## src/rtl/mem_access_if.sv

```systemverilog
// Bundle of execute, data-memory, writeback and error signals for mem_access.
// The stage itself connects through "master"; its environment connects through "slave".
interface mem_access_if;
  logic        ex_valid;
  logic        ex_ready;
  logic [63:0] ex_result;
  logic [31:0] ex_store_data;
  logic [2:0]  ex_mem_op;
  logic [4:0]  ex_rd;

  logic        dm_req;
  logic        dm_we;
  logic [31:0] dm_addr;
  logic [31:0] dm_wdata;
  logic [3:0]  dm_be;
  logic        dm_ack;
  logic [31:0] dm_rdata;

  logic        wb_valid;
  logic [31:0] wb_data;
  logic [4:0]  wb_rd;
  logic        wb_ready;

  logic        err_misalign;
  logic        err_timeout;
  logic        err_clr;

  modport master (
    input  ex_valid, ex_result, ex_store_data, ex_mem_op, ex_rd,
    output ex_ready,
    output dm_req, dm_we, dm_addr, dm_wdata, dm_be,
    input  dm_ack, dm_rdata,
    output wb_valid, wb_data, wb_rd,
    input  wb_ready,
    output err_misalign, err_timeout,
    input  err_clr
  );

  modport slave (
    output ex_valid, ex_result, ex_store_data, ex_mem_op, ex_rd,
    input  ex_ready,
    input  dm_req, dm_we, dm_addr, dm_wdata, dm_be,
    output dm_ack, dm_rdata,
    input  wb_valid, wb_data, wb_rd,
    output wb_ready,
    input  err_misalign, err_timeout,
    output err_clr
  );
endinterface

```

## src/rtl/mem_access.sv

```systemverilog
// Memory-access pipeline stage: issues one data-memory request per op, with timeout and
// misalignment detection. Define MEM_SUBWORD_EN to enable LB/LBU/SB byte operations.
module mem_access #(
  parameter int unsigned TIMEOUT_CYCLES = 16
) (
  input  logic         clk,
  input  logic         reset,
  mem_access_if.master bus
);

  typedef enum logic [1:0] {
    IDLE    = 2'd0,
    ACCESS  = 2'd1,
    WB_HOLD = 2'd2
  } state_e;

  localparam logic [2:0] OP_LW  = 3'b001;
  localparam logic [2:0] OP_SW  = 3'b010;
  localparam logic [2:0] OP_LB  = 3'b011;
  localparam logic [2:0] OP_LBU = 3'b100;
  localparam logic [2:0] OP_SB  = 3'b101;

  // The request is live for exactly TIMEOUT_CYCLES cycles; an ack in the last one still wins.
  localparam logic [7:0] LAST_CNT = 8'(TIMEOUT_CYCLES - 1);

`ifdef MEM_SUBWORD_EN
  localparam logic SUBWORD = 1'b1;
`else
  localparam logic SUBWORD = 1'b0;
`endif

  state_e      state_q, state_d;
  logic        dm_req_q, dm_req_d;
  logic        dm_we_q, dm_we_d;
  logic [31:0] dm_addr_q, dm_addr_d;
  logic [31:0] dm_wdata_q, dm_wdata_d;
  logic [3:0]  dm_be_q, dm_be_d;
  logic        wb_valid_q, wb_valid_d;
  logic [31:0] wb_data_q, wb_data_d;
  logic [4:0]  wb_rd_q, wb_rd_d;
  logic        err_mis_q, err_mis_d;
  logic        err_to_q, err_to_d;
  logic [7:0]  cnt_q, cnt_d;
  logic        is_load_q, is_load_d;
  logic        ld_byte_q, ld_byte_d;
  logic        ld_sign_q, ld_sign_d;
  logic [1:0]  off_q, off_d;

  logic [31:0] ex_addr;
  logic        dec_load, dec_store, dec_byte, dec_sign, dec_misalign;
  logic        mis_evt, to_evt;
  logic [7:0]  rd_byte;
  logic [31:0] load_word;
  logic        unused_hi;

  assign ex_addr   = bus.ex_result[31:0];
  assign unused_hi = ^bus.ex_result[63:32];

  always_comb begin
    dec_load  = 1'b0;
    dec_store = 1'b0;
    dec_byte  = 1'b0;
    dec_sign  = 1'b0;
    case (bus.ex_mem_op)
      OP_LW:  dec_load = 1'b1;
      OP_SW:  dec_store = 1'b1;
      OP_LB: begin
        dec_load = SUBWORD;
        dec_byte = SUBWORD;
        dec_sign = SUBWORD;
      end
      OP_LBU: begin
        dec_load = SUBWORD;
        dec_byte = SUBWORD;
      end
      OP_SB: begin
        dec_store = SUBWORD;
        dec_byte  = SUBWORD;
      end
      default: ;
    endcase
  end

  // Only word accesses have an alignment constraint.
  assign dec_misalign = (dec_load | dec_store) & ~dec_byte & (ex_addr[1:0] != 2'b00);

  always_comb begin
    case (off_q)
      2'd0:    rd_byte = bus.dm_rdata[7:0];
      2'd1:    rd_byte = bus.dm_rdata[15:8];
      2'd2:    rd_byte = bus.dm_rdata[23:16];
      default: rd_byte = bus.dm_rdata[31:24];
    endcase
    load_word = ld_byte_q ? {{24{ld_sign_q & rd_byte[7]}}, rd_byte} : bus.dm_rdata;
  end

  always_comb begin
    state_d    = state_q;
    dm_req_d   = dm_req_q;
    dm_we_d    = dm_we_q;
    dm_addr_d  = dm_addr_q;
    dm_wdata_d = dm_wdata_q;
    dm_be_d    = dm_be_q;
    wb_valid_d = wb_valid_q;
    wb_data_d  = wb_data_q;
    wb_rd_d    = wb_rd_q;
    cnt_d      = cnt_q;
    is_load_d  = is_load_q;
    ld_byte_d  = ld_byte_q;
    ld_sign_d  = ld_sign_q;
    off_d      = off_q;
    mis_evt    = 1'b0;
    to_evt     = 1'b0;

    case (state_q)
      IDLE: begin
        if (bus.ex_valid) begin
          if (!dec_load && !dec_store) begin
            wb_data_d  = ex_addr;
            wb_rd_d    = bus.ex_rd;
            wb_valid_d = 1'b1;
            state_d    = WB_HOLD;
          end else if (dec_misalign) begin
            mis_evt = 1'b1;
            if (dec_load) begin
              wb_data_d  = 32'h0;
              wb_rd_d    = bus.ex_rd;
              wb_valid_d = 1'b1;
              state_d    = WB_HOLD;
            end
          end else begin
            dm_req_d  = 1'b1;
            dm_we_d   = dec_store;
            dm_addr_d = {ex_addr[31:2], 2'b00};
            if (!dec_store)
              dm_wdata_d = 32'h0;
            else if (dec_byte)
              dm_wdata_d = {4{bus.ex_store_data[7:0]}};
            else
              dm_wdata_d = bus.ex_store_data;
            dm_be_d   = (dec_store && dec_byte) ? (4'b0001 << ex_addr[1:0]) : 4'hF;
            cnt_d     = 8'd0;
            is_load_d = dec_load;
            ld_byte_d = dec_byte;
            ld_sign_d = dec_sign;
            off_d     = ex_addr[1:0];
            if (dec_load)
              wb_rd_d = bus.ex_rd;
            state_d   = ACCESS;
          end
        end
      end

      ACCESS: begin
        if (bus.dm_ack) begin
          dm_req_d = 1'b0;
          dm_we_d  = 1'b0;
          if (is_load_q) begin
            wb_data_d  = load_word;
            wb_valid_d = 1'b1;
            state_d    = WB_HOLD;
          end else begin
            state_d = IDLE;
          end
        end else if (cnt_q == LAST_CNT) begin
          to_evt   = 1'b1;
          dm_req_d = 1'b0;
          dm_we_d  = 1'b0;
          if (is_load_q) begin
            wb_data_d  = 32'h0;
            wb_valid_d = 1'b1;
            state_d    = WB_HOLD;
          end else begin
            state_d = IDLE;
          end
        end else begin
          cnt_d = cnt_q + 8'd1;
        end
      end

      WB_HOLD: begin
        if (bus.wb_ready) begin
          wb_valid_d = 1'b0;
          state_d    = IDLE;
        end
      end

      default: state_d = IDLE;
    endcase

    // A clear and a new error event in the same cycle leave the flag set.
    err_mis_d = (err_mis_q & ~bus.err_clr) | mis_evt;
    err_to_d  = (err_to_q & ~bus.err_clr) | to_evt;
  end

  always_ff @(posedge clk or negedge reset) begin
    if (!reset) begin
      state_q    <= IDLE;
      dm_req_q   <= 1'b0;
      dm_we_q    <= 1'b0;
      dm_addr_q  <= 32'h0;
      dm_wdata_q <= 32'h0;
      dm_be_q    <= 4'h0;
      wb_valid_q <= 1'b0;
      wb_data_q  <= 32'h0;
      wb_rd_q    <= 5'd0;
      err_mis_q  <= 1'b0;
      err_to_q   <= 1'b0;
      cnt_q      <= 8'd0;
      is_load_q  <= 1'b0;
      ld_byte_q  <= 1'b0;
      ld_sign_q  <= 1'b0;
      off_q      <= 2'd0;
    end else begin
      state_q    <= state_d;
      dm_req_q   <= dm_req_d;
      dm_we_q    <= dm_we_d;
      dm_addr_q  <= dm_addr_d;
      dm_wdata_q <= dm_wdata_d;
      dm_be_q    <= dm_be_d;
      wb_valid_q <= wb_valid_d;
      wb_data_q  <= wb_data_d;
      wb_rd_q    <= wb_rd_d;
      err_mis_q  <= err_mis_d;
      err_to_q   <= err_to_d;
      cnt_q      <= cnt_d;
      is_load_q  <= is_load_d;
      ld_byte_q  <= ld_byte_d;
      ld_sign_q  <= ld_sign_d;
      off_q      <= off_d;
    end
  end

  assign bus.ex_ready     = (state_q == IDLE);
  assign bus.dm_req       = dm_req_q;
  assign bus.dm_we        = dm_we_q;
  assign bus.dm_addr      = dm_addr_q;
  assign bus.dm_wdata     = dm_wdata_q;
  assign bus.dm_be        = dm_be_q;
  assign bus.wb_valid     = wb_valid_q;
  assign bus.wb_data      = wb_data_q;
  assign bus.wb_rd        = wb_rd_q;
  assign bus.err_misalign = err_mis_q;
  assign bus.err_timeout  = err_to_q;

endmodule

```

## src/flat_wrapper.sv

```systemverilog
// flat-port wrapper written by rule: the top's interface ports become plain ports
module mem_access_flat 
#(
  parameter int unsigned TIMEOUT_CYCLES = 16
)
  (clk, reset, bus_ex_valid, bus_ex_result, bus_ex_store_data, bus_ex_mem_op, bus_ex_rd, bus_ex_ready, bus_dm_req, bus_dm_we, bus_dm_addr, bus_dm_wdata, bus_dm_be, bus_dm_ack, bus_dm_rdata, bus_wb_valid, bus_wb_data, bus_wb_rd, bus_wb_ready, bus_err_misalign, bus_err_timeout, bus_err_clr);
  mem_access_if bus_i ();
  input  logic clk;
  input  logic reset;
  input wire logic [$bits(bus_i.ex_valid)-1:0] bus_ex_valid;
  input wire logic [$bits(bus_i.ex_result)-1:0] bus_ex_result;
  input wire logic [$bits(bus_i.ex_store_data)-1:0] bus_ex_store_data;
  input wire logic [$bits(bus_i.ex_mem_op)-1:0] bus_ex_mem_op;
  input wire logic [$bits(bus_i.ex_rd)-1:0] bus_ex_rd;
  output wire logic [$bits(bus_i.ex_ready)-1:0] bus_ex_ready;
  output wire logic [$bits(bus_i.dm_req)-1:0] bus_dm_req;
  output wire logic [$bits(bus_i.dm_we)-1:0] bus_dm_we;
  output wire logic [$bits(bus_i.dm_addr)-1:0] bus_dm_addr;
  output wire logic [$bits(bus_i.dm_wdata)-1:0] bus_dm_wdata;
  output wire logic [$bits(bus_i.dm_be)-1:0] bus_dm_be;
  input wire logic [$bits(bus_i.dm_ack)-1:0] bus_dm_ack;
  input wire logic [$bits(bus_i.dm_rdata)-1:0] bus_dm_rdata;
  output wire logic [$bits(bus_i.wb_valid)-1:0] bus_wb_valid;
  output wire logic [$bits(bus_i.wb_data)-1:0] bus_wb_data;
  output wire logic [$bits(bus_i.wb_rd)-1:0] bus_wb_rd;
  input wire logic [$bits(bus_i.wb_ready)-1:0] bus_wb_ready;
  output wire logic [$bits(bus_i.err_misalign)-1:0] bus_err_misalign;
  output wire logic [$bits(bus_i.err_timeout)-1:0] bus_err_timeout;
  input wire logic [$bits(bus_i.err_clr)-1:0] bus_err_clr;
  assign bus_i.ex_valid = bus_ex_valid;
  assign bus_i.ex_result = bus_ex_result;
  assign bus_i.ex_store_data = bus_ex_store_data;
  assign bus_i.ex_mem_op = bus_ex_mem_op;
  assign bus_i.ex_rd = bus_ex_rd;
  assign bus_ex_ready = bus_i.ex_ready;
  assign bus_dm_req = bus_i.dm_req;
  assign bus_dm_we = bus_i.dm_we;
  assign bus_dm_addr = bus_i.dm_addr;
  assign bus_dm_wdata = bus_i.dm_wdata;
  assign bus_dm_be = bus_i.dm_be;
  assign bus_i.dm_ack = bus_dm_ack;
  assign bus_i.dm_rdata = bus_dm_rdata;
  assign bus_wb_valid = bus_i.wb_valid;
  assign bus_wb_data = bus_i.wb_data;
  assign bus_wb_rd = bus_i.wb_rd;
  assign bus_i.wb_ready = bus_wb_ready;
  assign bus_err_misalign = bus_i.err_misalign;
  assign bus_err_timeout = bus_i.err_timeout;
  assign bus_i.err_clr = bus_err_clr;
  mem_access #(.TIMEOUT_CYCLES(TIMEOUT_CYCLES)) u_core (.clk(clk), .reset(reset), .bus(bus_i));
endmodule
```

## config.mk

```make
export PLATFORM = sky130hd
export DESIGN_NAME = mem_access_flat
export DESIGN_NICKNAME = d
export VERILOG_FILES = /design/src/rtl/mem_access_if.sv /design/src/rtl/mem_access.sv /design/src/flat_wrapper.sv
export SDC_FILE = /design/constraint.sdc
export NUM_CORES = 1
export LEC_CHECK = 0
export CORE_UTILIZATION = 37
export CTS_BUF_LIST = sky130_fd_sc_hd__clkbuf_16
export CTS_CLUSTER_SIZE = 12
export DETAILED_ROUTE_END_ITERATION = 10
export PLACE_DENSITY = 0.86
export SYNTH_ARGS = -nofsm -noshare
export SYNTH_HDL_FRONTEND = slang
export SYNTH_SLANG_ARGS = --single-unit
```

## constraint.sdc

```tcl
create_clock -name clk -period 2 [get_ports clk]
set_clock_uncertainty 0.1 [all_clocks]
set_input_delay 0.4 -clock clk [delete_from_list [all_inputs] [get_ports clk]]
set_output_delay 0.4 -clock clk [all_outputs]
set_load 0.02 [all_outputs]
```

# Yosys cells after proc, flatten, opt, wreduce, memory -nomap -nowiden

Cells that the tools add are included.

Add/subtract/negate cells: 1
Equal/unequal tests: 16
Mux-type cells: 55
Bitwise logic cells: 9
Reduce and logical (&&, ||, !) cells: 15

Operators by type and width:

| operator                                                        | count |
|---|---|
| 32-bit 2-to-1 mux                                               | 9 |
| 32-bit case mux with 2 select lines                             | 1 |
| 8-bit 2-to-1 mux                                                | 5 |
| 1-bit 2-to-1 mux                                                | 25 |
| 6-bit AND reduction                                             | 3 |
| 2-bit 2-to-1 mux                                                | 8 |
| 8-bit case mux with 2 select lines                              | 1 |
| 2-bit != test, second input constant                            | 6 |
| 5-bit 2-to-1 mux                                                | 2 |
| 8-bit by 1-bit adder with 8-bit output, second input constant   | 1 |
| 8-bit by 4-bit == test with 1-bit output, second input constant | 1 |
| 4-bit AND reduction                                             | 2 |
| 3-bit by 1-bit != test with 1-bit output, second input constant | 2 |
| 2-bit case mux with 3 select lines                              | 1 |
| 2-bit nonzero test                                              | 3 |
| 5-bit AND reduction                                             | 1 |
| 4-bit by 3-bit != test with 1-bit output, second input constant | 1 |
| 1-bit case mux with 2 select lines                              | 2 |
| 1-bit AND                                                       | 3 |
| 3-bit by 1-bit == test with 1-bit output, second input constant | 1 |
| 3-bit by 2-bit == test with 1-bit output, second input constant | 1 |
| 3-bit by 2-bit != test with 1-bit output, second input constant | 1 |
| 1-bit NOT                                                       | 3 |
| 1-bit OR                                                        | 3 |
| other kinds (9)                                                 | 10 |

Register bits after elaboration: 116
Output and inout port bits: 111

# Depth between registers and ports, before layout

Depth after elaboration: 9
Gate-level depth with buffers: 8

# Worst setup path after synthesis

Ideal clock, no wire load.

Path type: register -> register
Start: register u_core.cnt_q[0]
End: register u_core.cnt_q[7]
Arrival time: 1.919 ns
Setup slack: -0.143 ns
Cell stages (with the launch flop): 8
Path buffers: 2
Clock period less this slack: 2.143 ns
Path through: dfrtp_1 > ha_1 > and3_1 > clkbuf_1 > a211oi_1 > buf_2 > nor2_1 > a211o_1

Longest elaborated chain between the ends: 4

Ends and longest elaborated chain:

| what                                   | RTL line          | source |
|---|---|---|
| from (decl)                            | mem_access.sv:43  | `logic [7:0] cnt_q, cnt_d;` |
| from (signal assigned)                 | mem_access.sv:226 | `cnt_q <= cnt_d;` |
| 8-bit by 1-bit adder with 8-bit output | mem_access.sv:177 | `cnt_d = cnt_q + 8'd1;` |
| 8-bit 2-to-1 mux                       | mem_access.sv:165 | `end else if (cnt_q == LAST_CNT) begin` |
| 8-bit 2-to-1 mux                       | mem_access.sv:155 | `if (bus.dm_ack) begin` |
| 8-bit case mux with 2 select lines     | mem_access.sv:115 | `case (state_q)` |

Parallel ways exist; a longest one is shown, timed or not. The select of a mux whose other input is x is not followed.
A chain may end at the register's enable or synchronous reset.

# Worst setup path in the final report

Start: register u_core.state_q[0]
End: register u_core.wb_data_q[31], in the netlist u_core.bus.wb_data[31]

Longest elaborated chain between the ends: 3

Ends and longest elaborated chain:

| what                                                                             | RTL line          | source |
|---|---|---|
| from (decl)                                                                      | mem_access.sv:32  | `state_e state_q, state_d;` |
| from (signal assigned)                                                           | mem_access.sv:215 | `state_q <= state_d;` |
| 2-bit by 1-bit == test with 1-bit output or 2-bit logical NOT (tied branches)    | mem_access.sv:115 |  |
| 3-bit by 2-bit != test with 1-bit output (no line), or another cell as far along | n/a               |  |
| 6-bit AND reduction (no line)                                                    | n/a               |  |
| to (signal assigned)                                                             | mem_access.sv:222 | `wb_data_q <= wb_data_d;` |
| to (decl)                                                                        | mem_access.sv:39  | `logic [31:0] wb_data_q, wb_data_d;` |

Parallel ways exist; a longest one is shown, timed or not.

==> results.yml <==
final_layout:
  nets: 875
  syn_to_final_growth_pct: 63.1
  final_cells: 921
  final_cell_area_mm2: 0.00848
  diodes: 0
  drive_gt1_share_pct: 16.8
  fillers: 1045
setup_path:
  startpoint_type: "flop"
  critPathMaxFanout: 16
  crit_type: "flop to flop"
  required_ps: 2180
  worstSetupEndpointType: "flop"
  arrival_ps: 2230
clock_tree:
  cts_tree: "yes"
  cts_inserted_buffers: 17
  clkLatencyLatePin_ps: 410
  cts_sinks: 116
  cts_root_buf: "clkbuf_16"
  cts.path.max_buffers: 2
  h-tree-depth: 4
  path_clk_slew_ps: 50
outcome:
  status: "finished, violations left"
  violations: "setup timing"
sta:
  finalCritPeriodShare_pct: 102
  fin_crit_ps: 2040
  timing_hold_violations_final: 0
  max_freq_ghz: 0.489
  finalMaxSlewViolations: 0
  setup_slack_ps: -44.4
  rsz0062_at_grt: "yes"
  setup_viol: 33
drt:
  via_count: 4793
  drc: 0
  wl_per_cell_um: 17.3
  dr.pass1.iters: 4
  via_per_inst: 5.20
  final_antenna_net_count: 0
  routed_wirelength_um: 15900
  drt_iter0_markers: 230
placement:
  io_buffers: 218
  placed_cell_area_mm2: 0.00774
  dpl.hpwl_um: 11300
  gp_congestion: 0.859
  placedCellCount: 884
floorplanning:
  dieArea_mm2: 0.0145
  fp-row-count: 42
  pin_count: 253
  die_w_um: 121
  die_y_um: 121
  core_area_mm2: 0.0135
  start_util_pct: 38.6
global_routing:
  grt_overflow: 0
  grt_max_degree: 55
  grt_pass1_wl_um: 25300
  track_usage_pct: 22.6
  grt_pass1_vias: 5168
  antenna_found_initial: 0
yosys:
  yosys-top-cells-area: "dfrtp_1 (56%), nand2_1 (9.8%), o2bb2ai_2 (8.7%), and3_1 (4.1%), a21oi_1 (3.4%)"
  synth-warning-count: 0
  avgSynthCellArea_um2: 10.6
  syn_inst: 492
  synth_top_cell_area_share_pct: 55.8
  synth_cell_types: 49
  syn_area_mm2: 0.00520
  ys_async_sr_fraction_pct: 100
  ys.flop_type: "dfrtp_1"
  synth_seq_cells: 116
  yosys-top-cells-count: "nand2_1 (136), dfrtp_1 (116), a21oi_1 (35), and3_1 (34), o2bb2ai_2 (30)"
  synth-edff-count: 0
  synth_top_area_cell: "dfrtp_1"
  ys_seq_area_share_pct: 55.8
  synth_most_common_cell: "nand2_1"
power:
  p_leak_nw: 3.92
  vdd_drop_max_v: 0.000579
  powerDensity_mw_per_mm2: 1150
min_path:
  min_path_type: "input pin to asynchronous set/reset pin"
flow_run:
  max_cap_viol_count: 0
==> logic make-up after synthesis <==
kind of cell               synth area share [%]
AOI/OAI and AO/OA                          18.3
muxes                                      1.30
xor gates and xnor gates                  0.337
other                                    0.0722
DFF                                        55.8
and+or+nand+nor                            19.4
buffers and inverters                      4.50
adders and majority gates                 0.241
==> sequential cells by signal, indices dropped and copies added, names as in the netlist <==
name,cells
u_core.bus.dm_addr,30
u_core.bus.dm_be,1
u_core.bus.dm_req,1
u_core.bus.dm_wdata,32
u_core.bus.dm_we,1
u_core.bus.err_misalign,1
u_core.bus.err_timeout,1
u_core.bus.wb_data,32
u_core.bus.wb_rd,5
u_core.bus.wb_valid,1
u_core.cnt_q,8
u_core.is_load_q,1
u_core.state_q,2
==> what timing repair did <==
item,in CTS,in global routing
setup buffers,0,3
hold endpoints to repair,24,0
hold buffers,1,0
pin swaps,0,2
setup endpoints to repair,64,106
gates cloned,1,0
resized for setup,8,12
==> path summary, 6_finish.rpt <==
| kind | from | end | slack (ps) | depth (start not counted) |
|---|---|---|---|---|
| worst max-delay path | u_core.state_q[0] | u_core.bus.wb_data[31] | -40 | 5 |
| worst min-delay path | reset | u_core.bus.dm_addr[24] | 340 | 2 |
| worst max register to register | u_core.state_q[0] | u_core.bus.wb_data[31] | -40 | 5 |
| worst min register to register | u_core.bus.dm_wdata[15] | u_core.bus.dm_wdata[15] | 360 | 2 |
| max in group asynchronous | reset | u_core.bus.dm_wdata[26] | 840 | 3 |
| min in group clk | u_core.bus.dm_wdata[15] | u_core.bus.dm_wdata[15] | 360 | 2 |
==> critical path: stages (launching register included) <==
cell       delay [ps]
dfrtp_1           400
or3b_4            410
or2_4             270
a221o_4           410
buf_12            180
o2bb2ai_1         140
==> cell type report <==
| type | count | area (um2) | share of cell area [%] |
|---|---|---|---|
| flip-flops and latches | 116 | 2900 | 34.2 |
| inverters | 2 | 7.51 | 0.0885 |
| repair buffers | 261 | 2600 | 30.7 |
| clock inverters | 15 | 196 | 2.32 |
| clock buffers | 17 | 425 | 5.02 |
| well taps | 176 | 220 | 2.60 |
| multi-input cells | 334 | 2130 | 25.1 |
==> per-layer routing <==
metal	share of wire, %	GRT usage, %
met1	42	27.0
met2	51	38.8
met3	5.3	4.67
met4	2.0	11.0
met5	0	0
==> cell usage in the layout, fill, tap and decap left out, types with 4 or more instances in the layout <==
cell	instances
a21oi_1	35
a22o_1	13
a31oi_1	5
and3_1	34
buf_12	6
buf_4	35
bufinv_16	5
clkbuf_16	17
clkdlybuf4s50_1	214
clkinv_2	4
dfrtp_1	116
inv_1	4
mux2_2	6
nand2_1	136
nand3_1	22
nor2_1	4
o21ai_0	4
o2bb2ai_2	30
==> through the flow <==
| step | power [W] | TNS (ps) | setup slack [ps] | hold WS (ps) | utilization (%) |
|---|---|---|---|---|---|
| final | 0.00972 | -810 | -44.4 | 343 | 63.0 |
| after floorplan | 0.00479 | -1660 | -54.6 | 4.41 | - |
| after detailed placement | 0.00649 | -43360 | -476 | 237 | 57.5 |
| after global routing | 0.0101 | -1620 | -71.5 | 358 | 63.0 |
| after CTS | 0.00977 | -332 | -31.8 | 342 | 62.5 |
| after global placement | 0.00639 | -40310 | -450 | 228 | 57.5 |
==> power breakdown <==
| group | internal (W) | leakage [nW] | switching (W) |
|---|---|---|---|
| sequential | 0.00292 | 1.51 | 0.000399 |
| clock | 0.00217 | 0.315 | 0.00102 |
| combinational | 0.00168 | 2.10 | 0.00153 |
Power figures use the tool's default switching activity.
